**src/rtl/capacity_pkg.sv**
```systemverilog
// capacity_pkg
//   Shared definitions for the capacity tracker slice:
//   - state_t     : occupancy state encoding driven onto the 2-bit state port
//   - STATE_W     : width of the state port
//   - MAX_CH      : widest enter/exit channel vector the popcount helper accepts
//   - popcount()  : number of set bits in a (zero-padded) channel vector
package capacity_pkg;

    localparam int unsigned STATE_W = 2;
    localparam int unsigned MAX_CH  = 4;

    typedef enum logic [STATE_W-1:0] {
        ST_EMPTY  = 2'b00,
        ST_NORMAL = 2'b01,
        ST_FULL   = 2'b10,
        ST_OVER   = 2'b11
    } state_t;

    function automatic logic [2:0] popcount(input logic [MAX_CH-1:0] v);
        logic [2:0] n;
        n = '0;
        for (int unsigned i = 0; i < MAX_CH; i++) begin
            if (v[i]) begin
                n = n + 3'd1;
            end
        end
        return n;
    endfunction

endpackage

```
**src/rtl/capacity_grant_arb.sv**
```systemverilog
// capacity_grant_arb
//   Combinational fixed-priority grant: walks the request vector from index 0
//   upward and grants each active request while fewer than `room` grants have
//   been issued. Remaining requests are dropped for this cycle.
// Ports
//   req       in   N_CH  per-channel entry requests
//   room      in   RW    free slots available this cycle
//   grant     out  N_CH  granted requests (subset of req)
//   grant_cnt out  RW    number of bits set in grant (never exceeds room)
module capacity_grant_arb #(
    parameter int unsigned N_CH = 2,
    parameter int unsigned RW   = 5
) (
    input  logic [N_CH-1:0] req,
    input  logic [RW-1:0]   room,
    output logic [N_CH-1:0] grant,
    output logic [RW-1:0]   grant_cnt
);

    always_comb begin
        grant     = '0;
        grant_cnt = '0;
        for (int unsigned i = 0; i < N_CH; i++) begin
            if (req[i] && (grant_cnt < room)) begin
                grant[i]  = 1'b1;
                grant_cnt = grant_cnt + RW'(1);
            end
        end
    end

endmodule

```
**src/rtl/capacity_tracker.sv**
```systemverilog
// capacity_tracker
//   Registered occupancy tracker. Each edge it retires exit events (clipped at
//   zero), admits entry requests in priority order up to the remaining room
//   under cap_max, optionally replaces cap_max with a legal cap_des, and
//   registers the resulting occupancy state and event pulses.
// Ports
//   clk          in   1      rising-edge clock
//   reset        in   1      synchronous, active-high; overrides all inputs
//   cap_load     in   1      replace cap_max with cap_des this cycle
//   cap_des      in   WIDTH  desired capacity (legal range 1..CAP_LIMIT)
//   enter_req    in   N_CH   per-channel entry request level
//   exit_pulse   in   N_CH   per-channel exit event, one person per bit
//   enter_grant  out  N_CH   registered grants for the requests of last edge
//   count        out  WIDTH  registered occupancy
//   cap_max      out  WIDTH  registered active capacity
//   state        out  2      00 EMPTY, 01 NORMAL, 10 FULL, 11 OVER
//   reject_load  out  1      one-cycle pulse: illegal cap_des refused
//   underflow    out  1      one-cycle pulse: exits exceeded occupancy
module capacity_tracker
    import capacity_pkg::*;
#(
    parameter int unsigned WIDTH       = 4,
    parameter int unsigned N_CH        = 2,
    parameter int unsigned CAP_LIMIT   = 12,
    parameter int unsigned CAP_DEFAULT = 8
) (
    input  logic               clk,
    input  logic               reset,
    input  logic               cap_load,
    input  logic [WIDTH-1:0]   cap_des,
    input  logic [N_CH-1:0]    enter_req,
    input  logic [N_CH-1:0]    exit_pulse,
    output logic [N_CH-1:0]    enter_grant,
    output logic [WIDTH-1:0]   count,
    output logic [WIDTH-1:0]   cap_max,
    output logic [STATE_W-1:0] state,
    output logic               reject_load,
    output logic               underflow
);

    // One bit of headroom over WIDTH, but never narrower than a popcount result.
    localparam int unsigned AW = (WIDTH + 1 > 3) ? WIDTH + 1 : 3;

    localparam logic [WIDTH-1:0] CAP_LIM_W = WIDTH'(CAP_LIMIT);
    localparam logic [WIDTH-1:0] CAP_DEF_W = WIDTH'(CAP_DEFAULT);

    state_t state_q, state_next;

    logic [AW-1:0]    cnt_ext, cap_ext, ex, ex_eff, remain, room, grant_cnt;
    logic [N_CH-1:0]  grant;
    logic             uf_next, load_ok, rej_next;
    logic [WIDTH-1:0] count_next, cap_next;

    // Exits are retired before admission so slots freed this cycle can be reused.
    always_comb begin
        cnt_ext = AW'(count);
        cap_ext = AW'(cap_max);
        ex      = AW'(popcount(MAX_CH'(exit_pulse)));
        uf_next = (ex > cnt_ext);
        ex_eff  = uf_next ? cnt_ext : ex;
        remain  = cnt_ext - ex_eff;
        // Admission always uses the cap_max currently held, even on a load edge.
        room    = (remain >= cap_ext) ? '0 : (cap_ext - remain);
    end

    capacity_grant_arb #(
        .N_CH (N_CH),
        .RW   (AW)
    ) u_arb (
        .req       (enter_req),
        .room      (room),
        .grant     (grant),
        .grant_cnt (grant_cnt)
    );

    always_comb begin
        count_next = WIDTH'(remain + grant_cnt);
        load_ok    = cap_load && (cap_des != '0) && (cap_des <= CAP_LIM_W);
        rej_next   = cap_load && !load_ok;
        cap_next   = load_ok ? cap_des : cap_max;
    end

    // State reflects the post-edge occupancy against the post-edge capacity.
    always_comb begin
        state_next = ST_NORMAL;
        if (count_next == '0) begin
            state_next = ST_EMPTY;
        end else if (count_next > cap_next) begin
            state_next = ST_OVER;
        end else if (count_next == cap_next) begin
            state_next = ST_FULL;
        end
    end

    always_ff @(posedge clk) begin
        if (reset) begin
            state_q     <= ST_EMPTY;
            count       <= '0;
            cap_max     <= CAP_DEF_W;
            enter_grant <= '0;
            reject_load <= 1'b0;
            underflow   <= 1'b0;
        end else begin
            state_q     <= state_next;
            count       <= count_next;
            cap_max     <= cap_next;
            enter_grant <= grant;
            reject_load <= rej_next;
            underflow   <= uf_next;
        end
    end

    assign state = state_q;

endmodule

```
**config.mk**
```make
export PLATFORM = sky130hd
export DESIGN_NAME = capacity_tracker
export DESIGN_NICKNAME = d
export VERILOG_FILES = /design/src/rtl/capacity_pkg.sv /design/src/rtl/capacity_grant_arb.sv /design/src/rtl/capacity_tracker.sv
export SDC_FILE = /design/constraint.sdc
export NUM_CORES = 1
export LEC_CHECK = 0
export CAP_MARGIN = 15
export CORE_UTILIZATION = 53
export DETAILED_ROUTE_END_ITERATION = 16
export PLACE_DENSITY = 0.84
export SYNTH_ARGS = -nofsm -noshare
export SYNTH_HDL_FRONTEND = slang
export SYNTH_SLANG_ARGS = --single-unit
```
**constraint.sdc**
```tcl
create_clock -name clk -period 15.9 [get_ports clk]
set_input_delay 1.59 -clock clk [delete_from_list [all_inputs] [get_ports clk]]
set_output_delay 1.59 -clock clk [all_outputs]
set_load 0.02 [all_outputs]
```
==> results of run 1 <==
==> worst min-delay path, delay by kind of cell, from the launching register on <==
kind | cells | cell delay, ps
flops | 1 | 380
mux | 1 | 130
simple gates | 1 | 80
==> cell usage after synthesis (all sizes together) <==
cell type,count,share of area (%)
ha,16,19
inv,16,5.6
dfxtp,14,26
nor2,11,3.9
a21oi,6,2.8
nand2b,5,2.9
o21ai,5,2.3
xnor2,5,4.1
nand2,4,1.4
a21o,3,2.1
fa,3,5.6
nor2b,3,1.8
o211ai,3,2.6
a211oi,2,1.9
a21boi,2,1.4
a41o,2,1.9
mux2i,2,1.9
or2,2,1.2
or3,2,1.2
a22oi,1,0.70
a41oi,1,1.5
and2,1,0.59
and3b,1,0.82
clkbuf,1,0.35
mux2,1,1.1
nor3b,1,0.70
o31ai,1,1.2
or4,1,0.70
xnor3,1,2.1
xor2,1,0.82
==> worst max-delay path by stage <==
stage,start,endpoint,slack [ps],depth (start not counted)
3_5_place_dp,exit_pulse[0],state[1]$_SDFF_PP0_,8340,27
4_1_cts,exit_pulse[1],state[1]$_SDFF_PP0_,8610,27
6_report,exit_pulse[0],state[1]$_SDFF_PP0_,8640,27
3_3_place_gp,exit_pulse[0],state[1]$_SDFF_PP0_,8480,27
2_1_floorplan,exit_pulse[0],state[1]$_SDFF_PP0_,9250,26
5_1_grt,exit_pulse[1],state[1]$_SDFF_PP0_,8310,27
==> layer usage <==
layer | share of wire, % | up-vias | GRT usage [%]
met1 | 47 | 393 | 28.5
li1 | - | 461 | -
met5 | 0 | - | 0
met2 | 50 | 18 | 42.8
met3 | 2.5 | 3 | 3.46
met4 | 1.1 | 0 | 6.86
==> cell type report <==
cell class / count / area (µm²)
Multi-Input combinational cell: 86 / 724
Fill cell: 135 / 429
Sequential cell: 14 / 280
Timing Repair Buffer: 24 / 240
Inverter: 16 / 60.1
Clock buffer: 4 / 36.3
Tap cell: 25 / 31.3
==> state kept, by name, indices dropped and copies added, names as in the netlist <==
register     flops
state            2
cap_max          4
count            4
reject_load      1
underflow        1
enter_grant      2
==> kinds of logic after synthesis <==
kind of cell | after synthesis | share of synthesized area, %
adders and majority gates | 19 | 24.4
and+or+nand+nor | 31 | 15.1
DFF | 14 | 26.2
AOI/OAI and AO/OA | 26 | 18.4
xor gates and xnor gates | 7 | 7.03
muxes | 3 | 2.93
buffers and inverters | 17 | 5.97
==> per-stage QoR <==
stage | area (µm²) | setup WS, ps
detailed placement | 1340 | 8340
global route | 1370 | 8310
global placement | 1340 | 8480
finish | 1370 | 8640
CTS | 1370 | 8610
floorplan | 1070 | 9250
==> results.md, run 1 <==
- Outcome: finished, final reports clean
- GR Overflow Total: 0
- Number of cell instances on the worst register-to-register path: 24
- Initial antenna violation count: 0
- TritonCTS clock tree: built
- Number of different library cells in the post-synthesis netlist: 32
- Wire length of the first global-routing pass: approximately 3600 µm
- Crit path buffers/inverters: 5
- Final worst path period need: 7260 ps
- Clock skew after layout: around 4.5 ps
- Net count of the mapped netlist: between 100 and 150
- Number of top-level pins: 25
- H-Tree Depth: 1
- Clock tree root driver cell: clkbuf_4
- Hold_buf cts: 0
- Number of placed instances with taps included: 165
- Width of the chip: roughly 47 µm
- CP delay by family, top: adder cells
- Mapped Cells: 117
- Register area share after synthesis: 26.2%
- Starting density of the core: about three fifths
- Count of buffers added by post-CTS timing repair for setup: 0
- Gr usage total: between 20% and 30%
- Relative max-transition margin: between 60% and 70%
- Critical Path Max Stage Delay: 580 ps
- Detail-routed net length per standard cell: approximately 13 µm
- Post-layout utilization of the core: between 70% and 80%
- Setup slack, reg-to-reg: 10180 ps
- Fin cells: between 150 and 200
- Crit path arrival time: roughly 7500 ps
- Crit path kind: input pin to register
- Clock transition at the registers of the reported paths: roughly 90 ps
- First-pass detailed-route iteration total: 3
- Maximum clock frequency: 0.138 GHz
- Standard-cell rows: 15
- Post-synthesis average cell area: 9.13 µm²
- Number of cells on the worst hold path: 2
- Number of sinks on the clock net: 14
- Type of origin of the critical path: input pin
- Final Routed Wirelength: 2210 µm
- Ys Warns: 0
- Final worst path period share: a little under half
- Pin count of the biggest net entering global routing: 14
- Number of buffers created by CTS: 3
- Hold-critical path endpoint: cap_max[3]$_SDFF_PP1_
- Kind of capture point of the worst setup path: register
- Biggest fanout along the worst timing path: 5
- Worst-case hold slack: roughly 610 ps
- Worst Hold Launch: cap_max[3]$_SDFF_PP1_
- Cell with the most instances on the worst path: ha_1
- Total count of max-transition violations in the final report: 0
- Setup total negative slack: 0 ps
- RSZ-0062 raised after global routing: false
- Fraction of layout cells with a size suffix above 1: 7.64%
- Antenna fix cells: 0
- Crit path max-delay cell type: fa_1
- Max-cap violations: 0
- Transition time at the pin with the least slew margin: ~550 ps
- Placeable Area: 0.00180 mm²
- Largest buffer count on any clock path: 2
- Post-detail-place hpwl: between 1500 and 2000 µm
- DRC Markers: 0
- Origin of the critical flop-to-flop path: count[1]$_SDFF_PP0_
- Worst min path class: register to register
- Vias in the first global route: 861
- Data required, critical path: around 16000 ps
- Post-CTS sizing: 0
- Capturing point of the worst reg2reg path: state[1]$_SDFF_PP0_
- Antenna Nets Post-Route: 0
- Starting DRC count in detailed routing: 10
- Count of input and output buffers: 24
- Weighted congestion reported at the end of routability-driven placement: 0.789
- Floorplan die area: ~0.0022 mm²
- Via count: a little under 900
- Final count of hold timing violations: 0
- Number of failing setup endpoints in the final timing report: 0
- Average via count per standard cell: 5.18
- Clock network latency to the later pin of the worst-skew pair: around 290 ps
- Area growth from synthesis to final layout: 28.5%
- Summed instance area of the synthesized netlist: about 0.0011 mm²
- Most common cell after layout, fill and taps aside: clkdlybuf4s50_1
- Commonest non-fill, non-tap cells in the layout: clkdlybuf4s50_1, inv_1, ha_1
- Total number of nets in the final design: about 180
- Number of synthesized register bits: 14
- Die outline height: between 40 and 50 µm
Power of run 1 is left out: the tool's default activity adds up to more than one toggle a clock period on the data nets, which glitch-free logic cannot reach.
==> inputs of run 2 (changes only) <==
- CORE_UTILIZATION: 53 -> 49
- PLACE_DENSITY: 0.84 -> 0.79
- clock period: 15.9 -> 7.2 ns (I/O delays scaled with it)
==> results.md, run 2 (same netlist as run 1, synthesis figures left out) <==
- Outcome: finished, final reports clean (unchanged)
- DRC Markers: 0 (unchanged)
- Weighted congestion reported at the end of routability-driven placement: 0.775 (was 0.789)
- Transition time at the pin with the least slew margin: 570 ps (was 547 ps)
- Gr usage total: 21.5% (was 23.5%)
- Most common cell after layout, fill and taps aside: clkdlybuf4s50_1 (unchanged)
- Type of origin of the critical path: input pin (unchanged)
- Number of sinks on the clock net: 14 (unchanged)
- Crit path buffers/inverters: 5 (unchanged)
- Number of buffers created by CTS: 3 (unchanged)
- Clock tree root driver cell: clkbuf_4 (unchanged)
- Standard-cell rows: 16 (was 15)
- Clock transition at the registers of the reported paths: 90 ps (about the same)
- First-pass detailed-route iteration total: 4 (was 3)
- Wire length of the first global-routing pass: 4020 µm (was 3620 µm)
- Cell with the most instances on the worst path: ha_1 (unchanged)
- Via count: 922 (was 875)
- Final worst path period need: 6370 ps
- Vias in the first global route: 923 (was 861)
- Setup slack, reg-to-reg: 1480 ps (was 10180 ps)
- Crit path max-delay cell type: fa_1 (unchanged)
- Biggest regs: cap_max (4), count (4) (unchanged)
- Initial antenna violation count: 0 (unchanged)
- Placeable Area: 0.00200 mm² (was 0.00180 mm²)
- Fraction of layout cells with a size suffix above 1: 7.64% (unchanged)
- Area growth from synthesis to final layout: 28.7% (was 28.5%)
- Count of input and output buffers: 24 (unchanged)
- Commonest non-fill, non-tap cells in the layout: clkdlybuf4s50_1, inv_1, ha_1 (unchanged)
- Hold_buf cts: 0 (unchanged)
- Total number of nets in the final design: 175 (unchanged)
- Clock network latency to the later pin of the worst-skew pair: 290 ps (about the same)
- Number of failing setup endpoints in the final timing report: 0 (unchanged)
- Starting density of the core: 53.4% (was 59.3%)
- Setup total negative slack: 0 ps (unchanged)
- Detail-routed net length per standard cell: 12.4 µm (was 13.1 µm)
- CP delay by family, top: adder cells (unchanged)
- H-Tree Depth: 1 (unchanged)
- Antenna fix cells: 0 (unchanged)
- Post-detail-place hpwl: 1690 µm (was 1840 µm)
- Crit path arrival time: 6560 ps (was 7450 ps)
- Clock skew after layout: 3.86 ps (was 4.46 ps)
- Relative max-transition margin: 61.9% (was 63.5%)
- Total count of max-transition violations in the final report: 0 (unchanged)
- Average via count per standard cell: 5.39 (was 5.18)
- Width of the chip: 48.7 µm (was 46.9 µm)
- Final Routed Wirelength: 2120 µm (was 2210 µm)
- Max-cap violations: 0 (unchanged)
- Crit path kind: input pin to register (unchanged)
- Pin count of the biggest net entering global routing: 14 (unchanged)
- Starting DRC count in detailed routing: 18 (was 10)
- Antenna Nets Post-Route: 0 (unchanged)
- TritonCTS clock tree: built (unchanged)
- Post-CTS sizing: 0 (unchanged)
- Final count of hold timing violations: 0 (unchanged)
- Number of top-level pins: 25 (unchanged)
- Critical Path Max Stage Delay: 580 ps (about the same)
- Data required, critical path: 7390 ps (was 16090 ps)
- Final worst path period share: roughly nine tenths
- Maximum clock frequency: about 0.16 GHz
- Worst min path class: register to register (unchanged)
- Die outline height: 48.7 µm (was 46.9 µm)
- Floorplan die area: 0.00237 mm² (was 0.00220 mm²)
- Biggest fanout along the worst timing path: 5 (unchanged)
- RSZ-0062 raised after global routing: false (unchanged)
- Largest buffer count on any clock path: 2 (unchanged)
- GR Overflow Total: 0 (unchanged)
- Kind of capture point of the worst setup path: register (unchanged)
- Count of buffers added by post-CTS timing repair for setup: 0 (unchanged)
## run 2: worst paths after layout
check / end / depth (start not counted) / start
setup / recovery: state[1]$_SDFF_PP0_ / 27 / exit_pulse[0]
hold / removal: cap_max[3]$_SDFF_PP1_ / 2 / cap_max[3]$_SDFF_PP1_
setup reg to reg: state[1]$_SDFF_PP0_ / 24 / count[1]$_SDFF_PP0_
hold reg to reg: cap_max[3]$_SDFF_PP1_ / 2 / cap_max[3]$_SDFF_PP1_
## run 2: final cells by class
cell class	count	area (µm²)
clock buffers	4	36.3
fillers	158	627
inverters	16	60.1
multi-input cells	86	724
flip-flops and latches	14	280
well taps	27	33.8
repair buffers	24	240
## run 2: per-stage QoR
stage | cell area (µm²) | setup slack, ps | hold WS, ps | util (%) | cells
after floorplan | 1070 | 1420 | 664 | - | 117
after global placement | 1340 | 690 | 577 | 66.9 | 167
after detailed placement | 1340 | 574 | 601 | 66.9 | 167
after CTS | 1380 | 832 | 624 | 68.7 | 171
after global routing | 1380 | 282 | 680 | 68.7 | 171
final | 1380 | 826 | 623 | 68.7 | 171
## run 2: worst register-to-register path, delay by kind of cell (launching register included)
kind	cells	cell delay (ps)
adders and majority gates	8	2890
buffers and inverters	4	340
AOI/OAI and AO/OA	8	1600
and+or+nand+nor	3	350
DFF	1	360
xor gates and xnor gates	1	90
## run 2: routing by layer
metal  up-vias  part of all wire [%]  GRT usage, %
met5         -                     0             0
met4         0                  0.33          5.39
met3         3                   4.8          6.29
met2        27                    50          38.7
met1       434                    45          24.6
li1        458                     -             -
Power of run 2 is left out for the same reason.
==> patch 1: new RTL, flow settings as in run 2 <==
Put one more register stage on the output `count`, cleared by the reset. The value now appears one clock later. The other outputs are not delayed to match. Comments in the files are not updated.
--- a/src/rtl/capacity_tracker.sv
+++ b/src/rtl/capacity_tracker.sv
@@ -44,6 +44,8 @@
     localparam logic [WIDTH-1:0] CAP_LIM_W = WIDTH'(CAP_LIMIT);
     localparam logic [WIDTH-1:0] CAP_DEF_W = WIDTH'(CAP_DEFAULT);
 
+    logic [WIDTH-1:0] count_s0;
+
     state_t state_q, state_next;
 
     logic [AW-1:0]    cnt_ext, cap_ext, ex, ex_eff, remain, room, grant_cnt;
@@ -53,7 +55,7 @@
 
     // Exits are retired before admission so slots freed this cycle can be reused.
     always_comb begin
-        cnt_ext = AW'(count);
+        cnt_ext = AW'(count_s0);
         cap_ext = AW'(cap_max);
         ex      = AW'(popcount(MAX_CH'(exit_pulse)));
         uf_next = (ex > cnt_ext);
@@ -95,14 +97,14 @@
     always_ff @(posedge clk) begin
         if (reset) begin
             state_q     <= ST_EMPTY;
-            count       <= '0;
+            count_s0    <= '0;
             cap_max     <= CAP_DEF_W;
             enter_grant <= '0;
             reject_load <= 1'b0;
             underflow   <= 1'b0;
         end else begin
             state_q     <= state_next;
-            count       <= count_next;
+            count_s0    <= count_next;
             cap_max     <= cap_next;
             enter_grant <= grant;
             reject_load <= rej_next;
@@ -112,5 +114,13 @@
 
     assign state = state_q;
 
+    always_ff @(posedge clk) begin
+        if (reset) begin
+            count <= '0;
+        end else begin
+            count <= count_s0;
+        end
+    end
+
 endmodule
 
Check against the original RTL: not equivalent (Yosys sat finds a counterexample within 4 cycles, from zero or initial values and one cycle with reset high).
==> patch 1 against run 2 <==
Area after synthesis up 6.3%; design area up 5.0%; worst setup slack worse by 160 ps; sequential share of layout area up 4.6 points; highest routed layer unchanged; critical endpoint unchanged; sequential cell count up 4; wire length up 4.4%.
Power is not shown: default switching activity piles up to over one toggle a cycle in this logic, so the estimate is an artifact.
==> patch 1: results (changes against run 2) <==
[grt]
grt_pass1_wl_um = 3926  ; was 4015 um
grt_use_met3_pct = 3.939  ; was 6.289%
grt_max_degree = 18  ; was 14
use_met2_pct = 32.67  ; was 38.66%
grtUsageMet1_pct = 27.62  ; was 24.61%

[setup_path]
reg2reg_slack_ps = 1320  ; was 1480 ps
crit_slowest_cell = clkdlybuf4s50_1  ; was fa_1
crit_arrival_ps = 6730  ; was 6560 ps
reg2reg_from = count_s0[1]  ; was count[1]

[yosys]
ys_seq_area_share_pct = 31.72  ; was 26.23%
yosysUniqueCellTypes = 33  ; was 32
synthMuxAreaShare_pct = 2.753  ; was 2.927%
synthTopCellsByCount = 18 x dfxtp_1, 17 x inv_1, 16 x ha_1, 12 x nor2_1  ; was 16 x ha_1, 16 x inv_1, 14 x dfxtp_1, 11 x nor2_1, 6 x a21oi_1
synthXorXnorAreaFrac_pct = 4.295  ; was 7.026%
postSynthAreaPerCell_um2 = 9.547  ; was 9.133 um2
synth_nets = 149  ; was 147

[route]
wl_met2_um = 1071  ; was 1067 um
vias = 912  ; was 922
drt_wl_total_um = 2216  ; was 2123 um
drt_iter0_drc = 28  ; was 18
vias_per_cell = 5.241  ; was 5.392
wl_met3_um = 81  ; was 101 um

[placement]
post-place-ws_ps = 330.9  ; was 574.5 ps
dp_hpwl_um = 1794  ; was 1688 um
placed_cells = 170  ; was 167
place.gp.congestion = 0.7694  ; was 0.7754

[outcome]
status = finished clean  ; unchanged

[worst_hold_path]
worstHoldStart = count_s0[0]  ; was cap_max[3]
hold_path_end = count[0]  ; was cap_max[3]

[sta]
fin_worst_skew_ps = 3.766  ; was 3.863 ps
relSlewSlack_pct = 61.16  ; was 61.91%

[cells_and_area]
top_regs = cap_max: 4 flops, count: 4 flops, count_s0: 4 flops  ; was cap_max: 4 flops, count: 4 flops

patch 1: cell count changes after synthesis, sizes merged, moves of 2 or more:
cell / before / now
dfxtp: 14 / 18
a21oi: 6 / 3
a21o: 3 / 5
a21boi: 2 / 0
xnor2: 5 / 3
nand2b: 5 / 2
nor2b: 3 / 5
patch 1: how the worst max path moves through the flow:
stage,end,slack (ps),cells after the start
floorplan,state[1],1290,26
global placement,state[1],500,27
detailed placement,state[1],330,27
CTS,state[1],640,27
global route,state[1],270,27
finish,state[1],660,27
patch 1: final cells by class:
type | count | area (um2)
fillers | 170 | 747.0
multi-input cells | 83 | 708.2
flip-flops and latches | 18 | 360.3
repair buffers | 24 | 240.2
inverters | 17 | 63.81
clock buffers | 4 | 36.28
well taps | 28 | 35.03
patch 1: logic make-up after synthesis:
kind of cell,after synthesis
fa+ha+maj,19
xor+xnor,4
mux,3
buf+inv,18
flops,18
compound gates,27
simple gates,30
==> patch 2: new RTL, config.mk and constraints of run 2 <==
Made on the original files. Set the parameter `WIDTH` to 5 (it was 4).
--- a/src/rtl/capacity_tracker.sv
+++ b/src/rtl/capacity_tracker.sv
@@ -19,7 +19,7 @@
 module capacity_tracker
     import capacity_pkg::*;
 #(
-    parameter int unsigned WIDTH       = 4,
+    parameter int unsigned WIDTH       = 5,
     parameter int unsigned N_CH        = 2,
     parameter int unsigned CAP_LIMIT   = 12,
     parameter int unsigned CAP_DEFAULT = 8
Ports: changed (resized cap_des, cap_max and count); port bits go from 25 to 28. The function was not compared with the original's and may differ.
==> patch 2 against run 2 <==
Maximum frequency down 5.6%; synthesized cell count up 15%; register-to-register slack worse by 460 ps; sequential cell count up 2; wire length up 30%; area after synthesis up 14%; worst setup slack worse by 380 ps; final cell count up 16%; design area up 17%; critical path type unchanged; largest cell class unchanged.
Power is left out: the tool's default activity adds up to more than one toggle a clock period on the data nets, which glitch-free logic cannot reach.
==> patch 2: results (changes against run 2) <==
[setup_path]
worst-r2r-cell-count = 27  ; was 24
max_stage_delay_ps = 540  ; was 580 ps
cp_max_fo = 6  ; was 5
reg2reg_slack_ps = 1020  ; was 1480 ps
crit_slowest_cell = fa_2  ; was fa_1

[outcome]
status = finished clean  ; unchanged

[route]
vias = 1088  ; was 922
drt_iter0_drc = 24  ; was 18
wl_per_cell_um = 13.93  ; was 12.42 um
drt_wl_total_um = 2758  ; was 2123 um

[placement]
placed_cells = 193  ; was 167
io_buffers = 27  ; was 24
dpl-instance-area_mm2 = 0.001551  ; was 0.001339 mm2
dp_hpwl_um = 2280  ; was 1688 um
place.gp.congestion = 0.8396  ; was 0.7754

[cells_and_area]
syn2layout_area_growth_pct = 31.49  ; was 28.69%
top_regs = cap_max: 5 flops, count: 5 flops  ; was cap_max: 4 flops, count: 4 flops
drive_above_1_share_pct = 11.18  ; was 7.639%
final.fill_count = 177  ; was 158

[yosys]
synthXorXnorAreaFrac_pct = 5.641  ; was 7.026%
ys_seq_area_share_pct = 26.26  ; was 26.23%
synthMuxAreaShare_pct = 1.744  ; was 2.927%
yosysUniqueCellTypes = 38  ; was 32
synth_compound_area_share_pct = 18.15  ; was 18.38%
yosys-top-cells-area = dfxtp_1 26%, ha_1 18%, fa_1 4.9%  ; was dfxtp_1 26%, ha_1 19%, fa_1 5.6%
postSynthAreaPerCell_um2 = 9.036  ; was 9.133 um2

[worst_hold_path]
worstHoldStart = cap_max[4]  ; was cap_max[3]

[sta]
whs_ps = 523.1  ; was 622.5 ps
relSlewSlack_pct = 58.17  ; was 61.91%
min_period_over_period_pct = 93.79  ; was 88.53%
fin_worst_skew_ps = 5.381  ; was 3.863 ps

[grt]
grt_pass1_wl_um = 4616  ; was 4015 um
grt_max_degree = 18  ; was 14

[patch 2: per-layer routing]
layer / vias up / part of all wire (%) / global-route usage, % / wire length, um
li1: 548 / - / - / -
met1: 506 / 43 / 26.25 / 1175
met2: 24 / 51 / 43.16 / 1397
met5: - / 0 / 0 / 0
met4: 0 / 2.6 / 8.108 / 71
met3: 10 / 4.1 / 4.971 / 114
[patch 2: tightest hold or removal path, stage by stage, from the launching register on]
cell,delay [ps]
dfxtp_1,340
nand2b_1,100
nor2_1,50
[patch 2: final cells by class]
cell class                      count  area share (%)
Tap cell                           28           2.184
Timing Repair Buffer               32           19.19
Inverter                           15           3.510
Multi-Input combinational cell    103           52.89
Sequential cell                    16           19.97
Clock buffer                        4           2.262
[patch 2: timing repair]
item / in CTS / in global routing
setup endpoints to repair: 0 / 1
gates resized for setup: 0 / 2
hold buffers: 0 / 0
buffers inserted: 0 / 1
endpoints found under the hold margin: 0 / 0
